`src/rtl/disp_pkg.sv`:
```
// Shared view encoding and request-priority helpers for the display scheduler.
// Latency: n/a (package only).
// Backpressure: n/a (package only).
//
// Contents:
//   VIEW_* constants   2-bit view codes that drive the display mux chain
//   state_t            scheduler FSM states; each state's code equals its view code
//   prio_view()        3-bit pending vector {global, pbest, score} -> highest-priority view
//   view_bit()         view code -> its bit in the pending vector (0 for the game view)
package disp_pkg;

    localparam logic [1:0] VIEW_GAME   = 2'd0;
    localparam logic [1:0] VIEW_SCORE  = 2'd1;
    localparam logic [1:0] VIEW_PBEST  = 2'd2;
    localparam logic [1:0] VIEW_GLOBAL = 2'd3;

    // State codes equal view codes, so the select output is a straight copy
    // and a numerically larger code is also the higher-priority view.
    typedef enum logic [1:0] {
        ST_DEFAULT = 2'd0,
        ST_SCORE   = 2'd1,
        ST_PBEST   = 2'd2,
        ST_GLOBAL  = 2'd3
    } state_t;

    // Fixed priority: global > pbest > score. Returns VIEW_GAME when nothing is pending.
    function automatic logic [1:0] prio_view(input logic [2:0] pend);
        logic [1:0] v;
        v = VIEW_GAME;
        if (pend[2])      v = VIEW_GLOBAL;
        else if (pend[1]) v = VIEW_PBEST;
        else if (pend[0]) v = VIEW_SCORE;
        return v;
    endfunction

    function automatic logic [2:0] view_bit(input logic [1:0] v);
        logic [2:0] b;
        case (v)
            VIEW_SCORE:  b = 3'b001;
            VIEW_PBEST:  b = 3'b010;
            VIEW_GLOBAL: b = 3'b100;
            default:     b = 3'b000;
        endcase
        return b;
    endfunction

endpackage

```
`src/rtl/hold_counter.sv`:
```
// Loadable down-counter with enable and zero flag; saturates at zero.
// Latency: load/decrement take effect on the next clk edge; o_zero is combinational from the count.
// Backpressure: none; i_load has priority over i_en.
//
// Ports:
//   clk, rst      clock, asynchronous active-high reset (count -> 0)
//   i_load        load i_load_val on the next edge
//   i_load_val    value to load
//   i_en          decrement by one on the next edge (ignored when count is 0)
//   o_zero        count is zero
module hold_counter #(
    parameter int CNT_W = 25
) (
    input  logic             clk,
    input  logic             rst,
    input  logic             i_load,
    input  logic [CNT_W-1:0] i_load_val,
    input  logic             i_en,
    output logic             o_zero
);

    logic [CNT_W-1:0] r_cnt;

    always_ff @(posedge clk or posedge rst) begin
        if (rst) begin
            r_cnt <= '0;
        end else if (i_load) begin
            r_cnt <= i_load_val;
        end else if (i_en && (r_cnt != '0)) begin
            r_cnt <= r_cnt - 1'b1;
        end
    end

    assign o_zero = (r_cnt == '0);

endmodule

```
`src/rtl/display_scheduler.sv`:
```
// Arbitrates the shared 7-segment bank / LED array between game, score, personal-best and global views.
// Latency: request pulse -> pending bit next edge -> view change (disp_sel, grant) the edge after (2 cycles).
// Backpressure: requests never stall; they wait in pending until the current hold ends (or preempt, if enabled).
//
// Ports:
//   clk, rst             system clock, asynchronous active-high reset
//   logged_in            session active; low forces the game view and flushes pending requests
//   req_score/pbest/global  one-cycle request pulses
//   dismiss              one-cycle pulse ending the current hold early
//   disp_sel             0 game/timer, 1 score, 2 personal best, 3 global (registered)
//   score_display        disp_sel == 1 (registered)
//   GlobalScore_display  disp_sel == 2 or 3 (registered)
//   grant                one-cycle pulse on every entry into a non-default view
//   pending              latched requests {global, pbest, score}
//
// Build option: define DISP_SCHED_PREEMPT_EN to let a strictly higher-priority
// pending request cut the current hold short.
module display_scheduler
    import disp_pkg::*;
#(
    parameter int HOLD_CYCLES = 25000000,
    parameter int CNT_W       = 25
) (
    input  logic       clk,
    input  logic       rst,
    input  logic       logged_in,
    input  logic       req_score,
    input  logic       req_pbest,
    input  logic       req_global,
    input  logic       dismiss,
    output logic [1:0] disp_sel,
    output logic       score_display,
    output logic       GlobalScore_display,
    output logic       grant,
    output logic [2:0] pending
);

    localparam logic [CNT_W-1:0] HOLD_RELOAD = CNT_W'(HOLD_CYCLES - 1);

    state_t           r_state;
    state_t           w_state_nxt;
    logic [2:0]       r_pending;
    logic [2:0]       w_pending_nxt;
    logic             r_grant;
    logic             w_grant_nxt;
    logic [1:0]       r_disp_sel;
    logic             r_score_display;
    logic             r_global_display;

    logic [2:0]       w_req;
    logic [1:0]       w_cur_view;
    logic [2:0]       w_cur_bit;
    logic             w_rereq;
    logic [1:0]       w_top;
    logic             w_preempt;
    logic             w_enter;
    logic [2:0]       w_set;
    logic [2:0]       w_clr;

    logic             w_cnt_load;
    logic [CNT_W-1:0] w_cnt_load_val;
    logic             w_cnt_en;
    logic             w_cnt_zero;

    hold_counter #(
        .CNT_W (CNT_W)
    ) u_hold (
        .clk        (clk),
        .rst        (rst),
        .i_load     (w_cnt_load),
        .i_load_val (w_cnt_load_val),
        .i_en       (w_cnt_en),
        .o_zero     (w_cnt_zero)
    );

    assign w_req      = {req_global, req_pbest, req_score};
    assign w_cur_view = r_state;
    assign w_cur_bit  = view_bit(w_cur_view);
    // A request for the view already on screen only extends the hold.
    assign w_rereq    = |(w_req & w_cur_bit);
    assign w_top      = prio_view(r_pending);

`ifdef DISP_SCHED_PREEMPT_EN
    assign w_preempt  = (r_state != ST_DEFAULT) && (w_top > w_cur_view);
`else
    assign w_preempt  = 1'b0;
`endif

    // Next-state, pending and hold-counter control.
    // Within a hold the order of precedence is: logout, preempt, dismiss/expiry,
    // re-request reload, plain decrement. A re-request arriving on the expiry
    // cycle counts as a reload, so the view stays up.
    always_comb begin
        w_state_nxt    = r_state;
        w_grant_nxt    = 1'b0;
        w_enter        = 1'b0;
        w_cnt_load     = 1'b0;
        w_cnt_load_val = HOLD_RELOAD;
        w_cnt_en       = 1'b0;
        w_set          = w_req & ~w_cur_bit;
        w_clr          = 3'b000;

        if (!logged_in) begin
            w_state_nxt    = ST_DEFAULT;
            w_cnt_load     = 1'b1;
            w_cnt_load_val = '0;
            w_set          = 3'b000;
            w_clr          = 3'b111;
        end else if (r_state == ST_DEFAULT) begin
            if (r_pending != 3'b000) begin
                w_enter = 1'b1;
            end
        end else if (w_preempt) begin
            w_enter = 1'b1;
        end else if (dismiss || (w_cnt_zero && !w_rereq)) begin
            if (r_pending != 3'b000) begin
                // Chain straight into the next view; no game-view gap.
                w_enter = 1'b1;
            end else begin
                w_state_nxt    = ST_DEFAULT;
                w_cnt_load     = 1'b1;
                w_cnt_load_val = '0;
            end
        end else if (w_rereq) begin
            w_cnt_load = 1'b1;
        end else begin
            w_cnt_en = 1'b1;
        end

        if (w_enter) begin
            w_state_nxt    = state_t'(w_top);
            w_grant_nxt    = 1'b1;
            w_cnt_load     = 1'b1;
            w_cnt_load_val = HOLD_RELOAD;
            w_clr          = view_bit(w_top);
        end

        // Clear first, then set: a new request for the view being entered stays latched.
        w_pending_nxt = (r_pending & ~w_clr) | w_set;
    end

    always_ff @(posedge clk or posedge rst) begin
        if (rst) begin
            r_state          <= ST_DEFAULT;
            r_pending        <= 3'b000;
            r_grant          <= 1'b0;
            r_disp_sel       <= VIEW_GAME;
            r_score_display  <= 1'b0;
            r_global_display <= 1'b0;
        end else begin
            r_state          <= w_state_nxt;
            r_pending        <= w_pending_nxt;
            r_grant          <= w_grant_nxt;
            r_disp_sel       <= w_state_nxt;
            r_score_display  <= (w_state_nxt == ST_SCORE);
            r_global_display <= (w_state_nxt == ST_PBEST) || (w_state_nxt == ST_GLOBAL);
        end
    end

    assign disp_sel            = r_disp_sel;
    assign score_display       = r_score_display;
    assign GlobalScore_display = r_global_display;
    assign grant               = r_grant;
    assign pending             = r_pending;

endmodule

```
`config.mk`:
```
export PLATFORM = sky130hd
export DESIGN_NAME = display_scheduler
export DESIGN_NICKNAME = d
export VERILOG_FILES = /design/src/rtl/disp_pkg.sv /design/src/rtl/hold_counter.sv /design/src/rtl/display_scheduler.sv
export SDC_FILE = /design/constraint.sdc
export NUM_CORES = 1
export LEC_CHECK = 0
export CAP_MARGIN = 20
export CORE_ASPECT_RATIO = 1.4
export CORE_UTILIZATION = 25
export CTS_BUF_LIST = sky130_fd_sc_hd__clkbuf_8
export CTS_CLUSTER_SIZE = 25
export DETAILED_ROUTE_END_ITERATION = 10
export GPL_TIMING_DRIVEN = 0
export PLACE_DENSITY = 0.37
export REMOVE_ABC_BUFFERS = 1
export SLEW_MARGIN = 25
export SYNTH_ARGS = -nofsm -noshare
export SYNTH_HDL_FRONTEND = slang
export SYNTH_SLANG_ARGS = --single-unit
```
`constraint.sdc`:
```
create_clock -name clk -period 5.94 [get_ports clk]
set_input_delay 1.188 -clock clk [delete_from_list [all_inputs] [get_ports clk]]
set_output_delay 1.188 -clock clk [all_outputs]
set_load 0.05 [all_outputs]
```
**Word level (Yosys, flattened, before mapping)**

Index checks and enable logic that the tools add are counted.
Widths: inputs -> output; s select.

- Output and inout bits: 8
- Bits in latches: 0
- Memories kept: 0
- Memory bits (read-only): 0
- Logic and storage cells: 68
- Bits of input ports: 7
- RAM bits: 0
- Register bits: 33

- Magnitude comparators: 0
- Add/sub/neg operators: 1
- Bitwise operators: 6
- Muxes and demuxes: 35
- Shift-type cells: 0
- Eq/ne operators: 9
- Multipliers: 0
- Divide/modulo/power cells: 0
- Reduce and logical (&&, ||, !) cells: 11

Operator list:

| operator | number |
|---|---|
| $mux 25 | 7 |
| $logic_not 25->1 | 1 |
| $reduce_bool 25->1 | 1 |
| $sub 25x1->25 const B | 1 |
| $pmux 3 s3 | 2 |
| $mux 1 | 16 |
| $mux 2 | 7 |
| $eq 2x2->1 const B | 6 |
| $and 3x3->3 | 3 |
| $mux 3 | 3 |
| $eq 2x1->1 const B | 3 |
| $not 3->3 | 2 |
| $or 3x3->3 | 1 |
| $reduce_bool 3->1 | 1 |
| $reduce_or 3->1 | 1 |
| $logic_and 1x1->1 | 2 |
| $logic_not 2->1 | 1 |
| $logic_or 1x1->1 | 2 |
| $reduce_bool 2->1 | 1 |
| $logic_not 1->1 | 1 |

**Depth between registers and ports, before layout**

Gate-level depths: netlist (run 1).

- Depth in word-level cells: 14
- Mapped depth: 9
- Mapped depth without buffers: 8

**Modules after synthesis**

From an unflattened synthesis (run 1), not the netlist that was laid out.

- Cell total of the unflattened synthesis: 220
- Area total of the unflattened synthesis: 2142.1 sq um

By module, submodules not included:

| module | seq. area each (sq um) | area each (sq um) | cells an instance | times used |
|---|---|---|---|---|
| hold_counter | 625.6 | 1667.8 | 169 | 1 |
| display_scheduler | 200.2 | 474.2 | 51 | 1 |

**Least setup slack after synthesis (run 1)**

Ideal clock, no wire load.

- Path kind: input-to-reg
- Start point: input req_global
- End point: register u_hold.r_cnt[11]
- Data required time: 5.821 ns
- Cell stages on the path: 7
- Arrival time: 2.480 ns
- Path slack: 3.341 ns
- Buffers on the path: 1
- Setup time: 0.119 ns
- Path through: mux2_2 a2bb2oi_1 a31oi_2 o21ai_2 buf_4 o21ai_0 o21a_1

- Cells in the longest elaborated chain, start to end: 10
- Elaborated cells between the ends (all ways): 24
- Classes of those cells: mux: 17; bitwise: 1; reduce/logical: 6

RTL lines:

| item | line | text |
|---|---|---|
| from (decl) | display_scheduler.sv:29 | `input logic req_global,` |
| $and 3x3->3 (*) | display_scheduler.sv:80 | `assign w_rereq = \|(w_req & w_cur_bit);` |
| $reduce_or 3->1 (*) | display_scheduler.sv:80 |  |
| $logic_not 1->1 | display_scheduler.sv:115 | `end else if (dismiss \|\| (w_cnt_zero && !w_rereq)) begin` |
| $logic_and 1x1->1 | display_scheduler.sv:115 |  |
| $logic_or 1x1->1 | display_scheduler.sv:115 |  |
| $mux 25 / $mux 1 (equally long branches) | display_scheduler.sv:115 |  |
| $mux 25 / $mux 1 (equally long branches) | display_scheduler.sv:109 | `end else if (r_state == ST_DEFAULT) begin` |
| $mux 25 / $mux 1 (equally long branches) | display_scheduler.sv:103 | `if (!logged_in) begin` |
| $mux 25 (tied with other cells) | display_scheduler.sv:130 | `if (w_enter) begin` |
| $mux 25 / $reduce_bool 2->1 (equally long branches) | - |  |
| to (signal assigned) | hold_counter.sv:28 | `r_cnt <= i_load_val;` |
| to (signal assigned) | hold_counter.sv:30 | `r_cnt <= r_cnt - 1'b1;` |
| to (decl) | hold_counter.sv:22 | `logic [CNT_W-1:0] r_cnt;` |

Mark *: on every way between the ends. The rest lies on a longest branch, timed or not.
A chain may end at the register's enable or synchronous reset.

**Final worst setup path (run 1)**

- Start point: input req_pbest
- End point: register u_hold.r_cnt[4]

- Cells in the longest elaborated chain, start to end: 10
- Elaborated cells between the ends (all ways): 24
- Classes of those cells: mux: 17; bitwise: 1; reduce/logical: 6

RTL lines:

| item | line | text |
|---|---|---|
| from (decl) | display_scheduler.sv:28 | `input logic req_pbest,` |
| $and 3x3->3 (*) | display_scheduler.sv:80 |  |
| $reduce_or 3->1 (*) | display_scheduler.sv:80 |  |
| $logic_not 1->1 | display_scheduler.sv:115 |  |
| $logic_and 1x1->1 | display_scheduler.sv:115 |  |
| $logic_or 1x1->1 | display_scheduler.sv:115 |  |
| $mux 25 / $mux 1 (equally long branches) | display_scheduler.sv:115 |  |
| $mux 25 / $mux 1 (equally long branches) | display_scheduler.sv:109 |  |
| $mux 25 / $mux 1 (equally long branches) | display_scheduler.sv:103 |  |
| $mux 25 (tied with other cells) | display_scheduler.sv:130 |  |
| $mux 25 / $reduce_bool 2->1 (equally long branches) | - |  |

Marked as above.

==> run metrics, run 1 <==
required time at the worst-slack endpoint=6.12 ns; gate count of the mapped netlist=223; global-route wire length before repair=9.56 mm; relative contribution of the clock network to total power=about a quarter; vias per cell=between 5 and 6; top area cells in the synthesized netlist=sky130_fd_sc_hd__dfrtp_1, sky130_fd_sc_hd__a21oi_1, sky130_fd_sc_hd__o21ai_0; achievable frequency=0.287 GHz; layout overhead on the synthesized area=16.4%; pwr/cell area=287 mW/mm2; Placed Instances=330; slew at the pin closest to its max-slew limit=0.997 ns; Post-Route Hold Slack=0.523 ns; final clock period utilization by the worst path=58.6%; setup slack of the worst register-to-register path=~2.8 ns; port bufs=14; # clock sinks=33; final hold violation count=0; Boundary Pins=15; Die Span Y=109 um; most used flip-flop cell after synthesis=sky130_fd_sc_hd__dfrtp_1; clock transition at the register clock pins on the worst setup and hold paths after CTS=~0.080 ns; type of the tightest min-delay check=register to register; number of design rule violations left after detail routing=0; total gr overflow=0; Psw=269 uW; minimum clock period after layout=around 3.5 ns; outcome=finished, final reports clean; DR pass1 iterations=4; buffer type at the clock tree root=sky130_fd_sc_hd__clkbuf_8; Crit path buffers/inverters=1; clock buffer count from CTS=5; worst r2r path cells=8; Cell Chain, Critical Path=clkdlybuf4s50_1 -> mux2_2 -> a2bb2oi_1 -> a31oi_2 -> o21ai_2 -> o21ai_1 -> a211o_1; count of fill cells added during filler insertion=844; Total Routed Length=5.94 mm; share of total power consumed by net switching=39.1%; critical register-to-register path startpoint=u_hold.r_cnt[0]; kind of start point of the critical path=primary input; Max clock buf depth=2; sequential area share after synthesis=40.3%; library cell occupying the most area in the post-synthesis netlist=sky130_fd_sc_hd__dfrtp_1; horizontal die dimension=78.5 um; yosys synthesis warning count=0; residual antenna-violating net count after detailed routing=0; start-to-end type of the worst setup path=primary input to register; max-slew violation count=0; area share of the leading cell type in the synthesized netlist=between 40% and 50%; Post-CTS Setup Bufs=0; instance count along the most critical hold path=1; Resized cells post-CTS=0; Max FO, Critical Path=16; number of distinct library cell variants in the gate-level netlist after synthesis=59; die area=approximately 0.0086 mm2; nets=246; portion of total power attributed to combinational logic=31.3%; fin cells=roughly 340; Worst IR Drop VDD=0.0912 mV; delay contributed by the slowest stage of the critical path=0.72 ns; unrepaired setup endpoints after global routing=no; Critical Path Sink Type=register; async set-or-reset flop fraction in the synthesized netlist=100%; Clock Skew=0.00805 ns; Avg WL per Cell=roughly 18 um; end of the worst register-to-register path=u_hold.r_cnt[4]; HP Start=u_hold.r_cnt[10]; pin count of the biggest net entering global routing=20; leakage component of the power=0.000908 uW; Worst-Skew Late Latency=between 0.2 and 0.3 ns; number of synthesized register bits=33; hold-fix buffer count after cts=0; H-Tree Level Count=2; setup TNS=0 ns; Ant. Diodes=0; count of flip-flops with a built-in enable after synthesis=0; final setup violation count=0; end point of the worst hold path=u_hold.r_cnt[10]; final weighted congestion in routability-driven placement=around 0.71; sequential group share of total power=between 40% and 50%; design internal power=~420 uW; Starting DRT DRC Count=between 90 and 100; worst endpoint data arrival time=3.66 ns; average cell area after synthesis=roughly 9 um2; GRT Overall Usage=15.0%; detailed placement HPWL=4.26 mm; Row Count=38; Core Region=roughly 0.0078 mm2; number of global-route vias before repair=~1700; Max stage delay cell, worst path=sky130_fd_sc_hd__o21ai_2; share of cells above drive strength 1=13.0%; total of max-cap violations=0; total via count after detailed routing=1771; worst slew slack as a fraction of its limit=33.3%; CP delay by family, top=compound AO/OA/AOI/OAI gates; total standard cell area after synthesis=0.00205 mm2; number of antenna violations at the first check in global routing=0; CTS tree=yes; effective utilization at floorplan=26.1%
==> kinds of logic after synthesis <==
family | count (synthesis) | share of synthesized area, %
compound gates | 77 | 26.8
mux | 1 | 0.549
buf+inv | 21 | 4.45
fa+ha+maj | 2 | 1.22
simple gates | 85 | 25.0
flops | 33 | 40.3
xor+xnor | 4 | 1.71
==> worst max path at each step <==
| stage | startpoint | endpoint | cells after the start |
|---|---|---|---|
| after detailed placement | req_pbest | u_hold.r_cnt[4] | 7 |
| after CTS | req_pbest | u_hold.r_cnt[4] | 7 |
| after floorplan | req_global | u_hold.r_cnt[4] | 6 |
| final | req_pbest | u_hold.r_cnt[4] | 7 |
| after global routing | req_pbest | u_hold.r_cnt[4] | 7 |
| after global placement | req_pbest | u_hold.r_cnt[4] | 7 |
==> power by group through the flow <==
| stage | combinational (uW) | sequential [uW] | clock [uW] |
|---|---|---|---|
| final | 215 | 295 | 176 |
| after floorplan | 140 | 306 | 0 |
| after global placement | 215 | 300 | 0 |
| after CTS | 218 | 295 | 181 |
| after detailed placement | 217 | 299 | 0 |
| after global routing | 236 | 301 | 190 |
==> cells in the final DEF, fill, tap and decap left out, types with 3 or more instances in the layout <==
cell type                          n
sky130_fd_sc_hd__dfrtp_1          33
sky130_fd_sc_hd__a21oi_1          20
sky130_fd_sc_hd__nand2_1          18
sky130_fd_sc_hd__o21ai_0          17
sky130_fd_sc_hd__nor3_1           14
sky130_fd_sc_hd__clkdlybuf4s50_1  14
sky130_fd_sc_hd__nor2_1           12
sky130_fd_sc_hd__inv_1            11
sky130_fd_sc_hd__nor4_1            7
sky130_fd_sc_hd__nand3_1           6
sky130_fd_sc_hd__or3_1             5
sky130_fd_sc_hd__clkbuf_8          5
sky130_fd_sc_hd__nand2b_1          3
sky130_fd_sc_hd__or4_4             3
sky130_fd_sc_hd__nor3b_1           3
sky130_fd_sc_hd__o21a_1            3
sky130_fd_sc_hd__xnor2_1           3
sky130_fd_sc_hd__a211oi_1          3
sky130_fd_sc_hd__o2bb2ai_1         3
sky130_fd_sc_hd__a311oi_1          3
==> cells in the mapped netlist, types with 3 or more instances <==
master / instances
sky130_fd_sc_hd__o21a_1: 3
sky130_fd_sc_hd__nor3_1: 14
sky130_fd_sc_hd__o21ai_0: 17
sky130_fd_sc_hd__inv_1: 12
sky130_fd_sc_hd__nor4_1: 7
sky130_fd_sc_hd__a311oi_1: 3
sky130_fd_sc_hd__xnor2_1: 3
sky130_fd_sc_hd__nand2_1: 18
sky130_fd_sc_hd__o2bb2ai_1: 3
sky130_fd_sc_hd__nand2b_1: 3
sky130_fd_sc_hd__dfrtp_1: 33
sky130_fd_sc_hd__nor2_1: 12
sky130_fd_sc_hd__a21oi_1: 20
sky130_fd_sc_hd__a211oi_1: 3
sky130_fd_sc_hd__nor3b_1: 3
sky130_fd_sc_hd__clkbuf_1: 5
sky130_fd_sc_hd__or4_4: 3
sky130_fd_sc_hd__or3_1: 5
sky130_fd_sc_hd__nand3_1: 6
==> sequential cells by signal, indices dropped and copies added, names as in the netlist <==
| signal | flops |
|---|---|
| pending | 3 |
| u_hold.r_cnt | 25 |
| disp_sel | 2 |
| grant | 1 |
| score_display | 1 |
| GlobalScore_display | 1 |
==> through the flow <==
step / power (uW) / worst slack [ns] / instance area (um2) / util [%]
floorplan: 446 / 3.10 / 2010 / -
global placement: 514 / 2.10 / 2270 / 29.0
detailed placement: 516 / 2.15 / 2300 / 29.3
CTS: 694 / 2.45 / 2390 / 30.4
global route: 727 / 2.29 / 2390 / 30.4
finish: 686 / 2.46 / 2390 / 30.4
==> metal layers <==
metal	routed length, um	track usage [%]	up-vias	share of wire, %
met5	0	0	-	0
met3	180	2.85	5	3.0
met4	71	4.76	0	1.2
met1	2610	17.1	859	44
li1	-	-	875	-
met2	3070	27.8	32	52
==> layout make-up <==
type,count,area (um2),share of cell area [%]
Tap cell,100,125,5.24
Clock buffer,5,68.8,2.88
Multi-Input combinational cell,169,1130,47.5
Timing Repair Buffer,15,168,7.02
Sequential cell,33,826,34.6
Inverter,13,48.8,2.04
Clock inverter,3,17.5,0.734
Power figures use the tool's default switching activity.
==> run 2, diff against run 1 <==
==> constraint.sdc (replaced) <==
create_clock -name clk -period 3.4 [get_ports clk]
set_input_delay 0.68 -clock clk [delete_from_list [all_inputs] [get_ports clk]]
set_output_delay 0.68 -clock clk [all_outputs]
set_load 0.05 [all_outputs]
==> results of run 2 <==
Same layout as run 1 (identical final DEF). Status: finished, final reports clean.
Among the figures that moved: setup slack after placement 2.15 ns -> 0.114 ns; setup slack after layout 2.46 ns -> 0.269 ns; start point of the critical path req_pbest -> u_hold.r_cnt[0]; register-to-register setup slack 2.81 ns -> 0.27 ns; total power 686 uW -> 1200 uW; worst IR drop on VDD 0.0912 mV -> 0.159 mV
==> run 3, diff against run 2 <==
--- a/config.mk
+++ b/config.mk
@@ -5,6 +5,7 @@
 export SDC_FILE = /design/constraint.sdc
 export NUM_CORES = 1
 export LEC_CHECK = 0
+export ABC_CLOCK_PERIOD_IN_PS = 3400
 export CAP_MARGIN = 20
 export CORE_ASPECT_RATIO = 1.4
 export CORE_UTILIZATION = 25
@@ -12,9 +13,10 @@
 export CTS_CLUSTER_SIZE = 25
 export DETAILED_ROUTE_END_ITERATION = 10
 export GPL_TIMING_DRIVEN = 0
-export PLACE_DENSITY = 0.37
+export PLACE_DENSITY = 0.36
 export REMOVE_ABC_BUFFERS = 1
 export SLEW_MARGIN = 25
 export SYNTH_ARGS = -nofsm -noshare
 export SYNTH_HDL_FRONTEND = slang
+export SYNTH_HIERARCHICAL = 1
 export SYNTH_SLANG_ARGS = --single-unit
==> run 3 against run 2 <==
Compared with the run above: final area grew 12%; critical path depth increased by 4; critical path type unchanged; global-route usage grew 0.10 points; register-to-register slack worse by 0.03 ns; clock skew fell by 0.0027 ns; clock power shrank 4%; hold slack better by 0.057 ns.
==> run metrics, run 3 <==
final clock period utilization by the worst path=92.9%; area share of the leading cell type in the synthesized netlist=38.6%; GRT Overall Usage=15.1%; horizontal die dimension=80.2 um; Core Region=0.00825 mm2; leakage component of the power=0.00101 uW; flip-flop count of the largest register, all copies and words added=25; most frequent standard cell in the layout excluding fill and tap cells=sky130_fd_sc_hd__dfrtp_1; H-Tree Level Count=2; share of cells above drive strength 1=21.3%; vias per cell=~4.9; sequential area share after synthesis=38.6%; slew at the pin closest to its max-slew limit=0.830 ns; post-route cell area=0.00268 mm2; layout overhead on the synthesized area=24.9%; number of design rule violations left after detail routing=0; Placed Instances=about 330; Starting DRT DRC Count=117; start-to-end type of the worst setup path=register to register; async set-or-reset flop fraction in the synthesized netlist=100%; Total Routed Length=approximately 5.9 mm; Max clock buf depth=2; outcome=finished, final reports clean; number of distinct library cell variants in the gate-level netlist after synthesis=54; register name with the most flops=u_hold/r_cnt; minimum clock period after layout=3.16 ns; Worst-Skew Late Latency=0.30 ns; port bufs=14; Max stage delay cell, worst path=sky130_fd_sc_hd__or4b_1; final weighted congestion in routability-driven placement=about 0.73; pwr/cell area=441 mW/mm2; count of flip-flops with a built-in enable after synthesis=0; final design utilization=32.4%; final hold violation count=0; kind of start point of the critical path=register; library cell occupying the most area in the post-synthesis netlist=sky130_fd_sc_hd__dfrtp_1; Clock Skew=0.00531 ns; fin cells=~360; residual antenna-violating net count after detailed routing=0; buffer type at the clock tree root=sky130_fd_sc_hd__clkbuf_8; total gr overflow=0; Cell Chain, Critical Path=inv_1 -> ha_1 -> nor3b_2 -> nand4_4 -> nor2_2 -> and2_1 -> and2_4 -> a2111oi_4 -> and3_4 -> o211ai_2 -> or4b_1 -> a31oi_1; clock buffer count from CTS=5; hold-fix buffer count after cts=0; # clock sinks=33; worst slew slack as a fraction of its limit=between 40% and 50%; detailed placement HPWL=3.81 mm; unrepaired setup endpoints after global routing=no; synth cell count leaders=sky130_fd_sc_hd__dfrtp_1, sky130_fd_sc_hd__nor2_1, sky130_fd_sc_hd__nand2_1; number of global-route vias before repair=1817; Boundary Pins=15; effective utilization at floorplan=26.0%; top area cells in the synthesized netlist=sky130_fd_sc_hd__dfrtp_1, sky130_fd_sc_hd__mux2_2, sky130_fd_sc_hd__xor2_1; nets=261; number of antenna violations at the first check in global routing=0; DR pass1 iterations=6; most used flip-flop cell after synthesis=sky130_fd_sc_hd__dfrtp_1; Critical Path Sink Type=register; total of max-cap violations=0; total standard cell area after synthesis=around 0.0021 mm2; min setup slack post-route=0.242 ns; Post-Route Hold Slack=around 0.58 ns; achievable frequency=0.317 GHz; pin count of the biggest net entering global routing=26; Avg WL per Cell=16.7 um; global-route wire length before repair=10.0 mm; total via count after detailed routing=between 1500 and 2000; Worst IR Drop VDD=0.227 mV; yosys synthesis warning count=6; Max FO, Critical Path=10; Ant. Diodes=0; gate count of the mapped netlist=220; delay contributed by the slowest stage of the critical path=0.56 ns; post-placement worst setup slack=-1.26 ns; Die Span Y=about 110 um; CTS tree=yes; clock transition at the register clock pins on the worst setup and hold paths after CTS=0.07 ns; max-slew violation count=0; worst endpoint data arrival time=3.38 ns; instance area after placement=0.00238 mm2; most used standard cell by instance count after synthesis=sky130_fd_sc_hd__dfrtp_1; final setup violation count=0; number of synthesized register bits=33; Row Count=39; average cell area after synthesis=about 9.7 um2; required time at the worst-slack endpoint=3.62 ns; die area=0.00895 mm2; commonest non-fill, non-tap cells in the layout=sky130_fd_sc_hd__dfrtp_1, sky130_fd_sc_hd__nor2_1, sky130_fd_sc_hd__nand2_1, sky130_fd_sc_hd__clkdlybuf4s50_1, sky130_fd_sc_hd__o21ai_1; type of the tightest min-delay check=register to register
[run 3: final cells by class]
type                    count  area (um2)
repair inverters            1        7.51
flip-flops and latches     33         826
clock buffers               5        68.8
repair buffers             26         255
clock inverters             3        11.3
fillers                   874        5570
well taps                 102         128
inverters                   8        33.8
multi-input cells         177        1350
[run 3: kinds of logic (layout without fill, tap and decap cells)]
logic type / after synthesis / in the layout / share of synthesized area (%)
AND/OR/NAND/NOR: 83 / 84 / 24.6
other: 1 / 8 / 0.175
AO/OA/AOI/OAI: 54 / 54 / 18.7
buffers and inverters: 18 / 43 / 3.85
multiplexers: 10 / 10 / 5.14
adder cells (fa/ha/maj): 2 / 2 / 1.17
flip-flops: 33 / 33 / 38.6
XOR/XNOR: 19 / 19 / 7.77
[run 3: final timing paths]
check                                    to  slack [ns]        startpoint  cells past startpoint
max                         u_hold/r_cnt[7]        0.24   u_hold/r_cnt[0]                     12
min                        u_hold/r_cnt[19]        0.58  u_hold/r_cnt[19]                      2
max reg2reg                 u_hold/r_cnt[7]        0.24   u_hold/r_cnt[0]                     12
min reg2reg                u_hold/r_cnt[19]        0.58  u_hold/r_cnt[19]                      2
max in group asynchronous  u_hold/r_cnt[12]        2.22               rst                      2
min in group asynchronous             grant        0.69               rst                      2
[run 3: repair_timing]
item                                   CTS  global route
gates resized for setup                 11             7
pin swaps                                4             3
buffers inserted                         7             5
endpoints found under the hold margin    0             0
setup endpoints to repair               25            16
cloned                                   2             0
[run 3: report_power, final]
part           total, uW  switching, uW  leakage (uW)  internal, uW
Sequential           538           84.7      0.000400           453
Combinational        349            199      0.000556           150
Clock                294            157     0.0000519           137
[run 3: stage by stage]
step,power [uW],TNS (ns)
detailed placement,851,-20.99
floorplan,753,-0.525
global route,1270,0
global placement,851,-21.01
finish,1180,0
CTS,1200,0
[run 3: worst max-delay path: cells and delay by family (launching register included)]
family,cells,cell delay (ns)
DFF,1,0.42
AOI/OAI and AO/OA,3,0.69
and+or+nand+nor,7,1.64
buffers and inverters,1,0.11
adders and majority gates,1,0.20
[run 3: layer usage]
metal  track usage (%)  share of wire [%]  routed length (um)  vias up
met5                 0                  0                   0        -
met4              5.71                1.8                 105        0
met3              2.95                2.3                 136        7
met2              25.9                 51                3040       22
met1              18.2                 45                2650      848
li1                  -                  -                   -      864
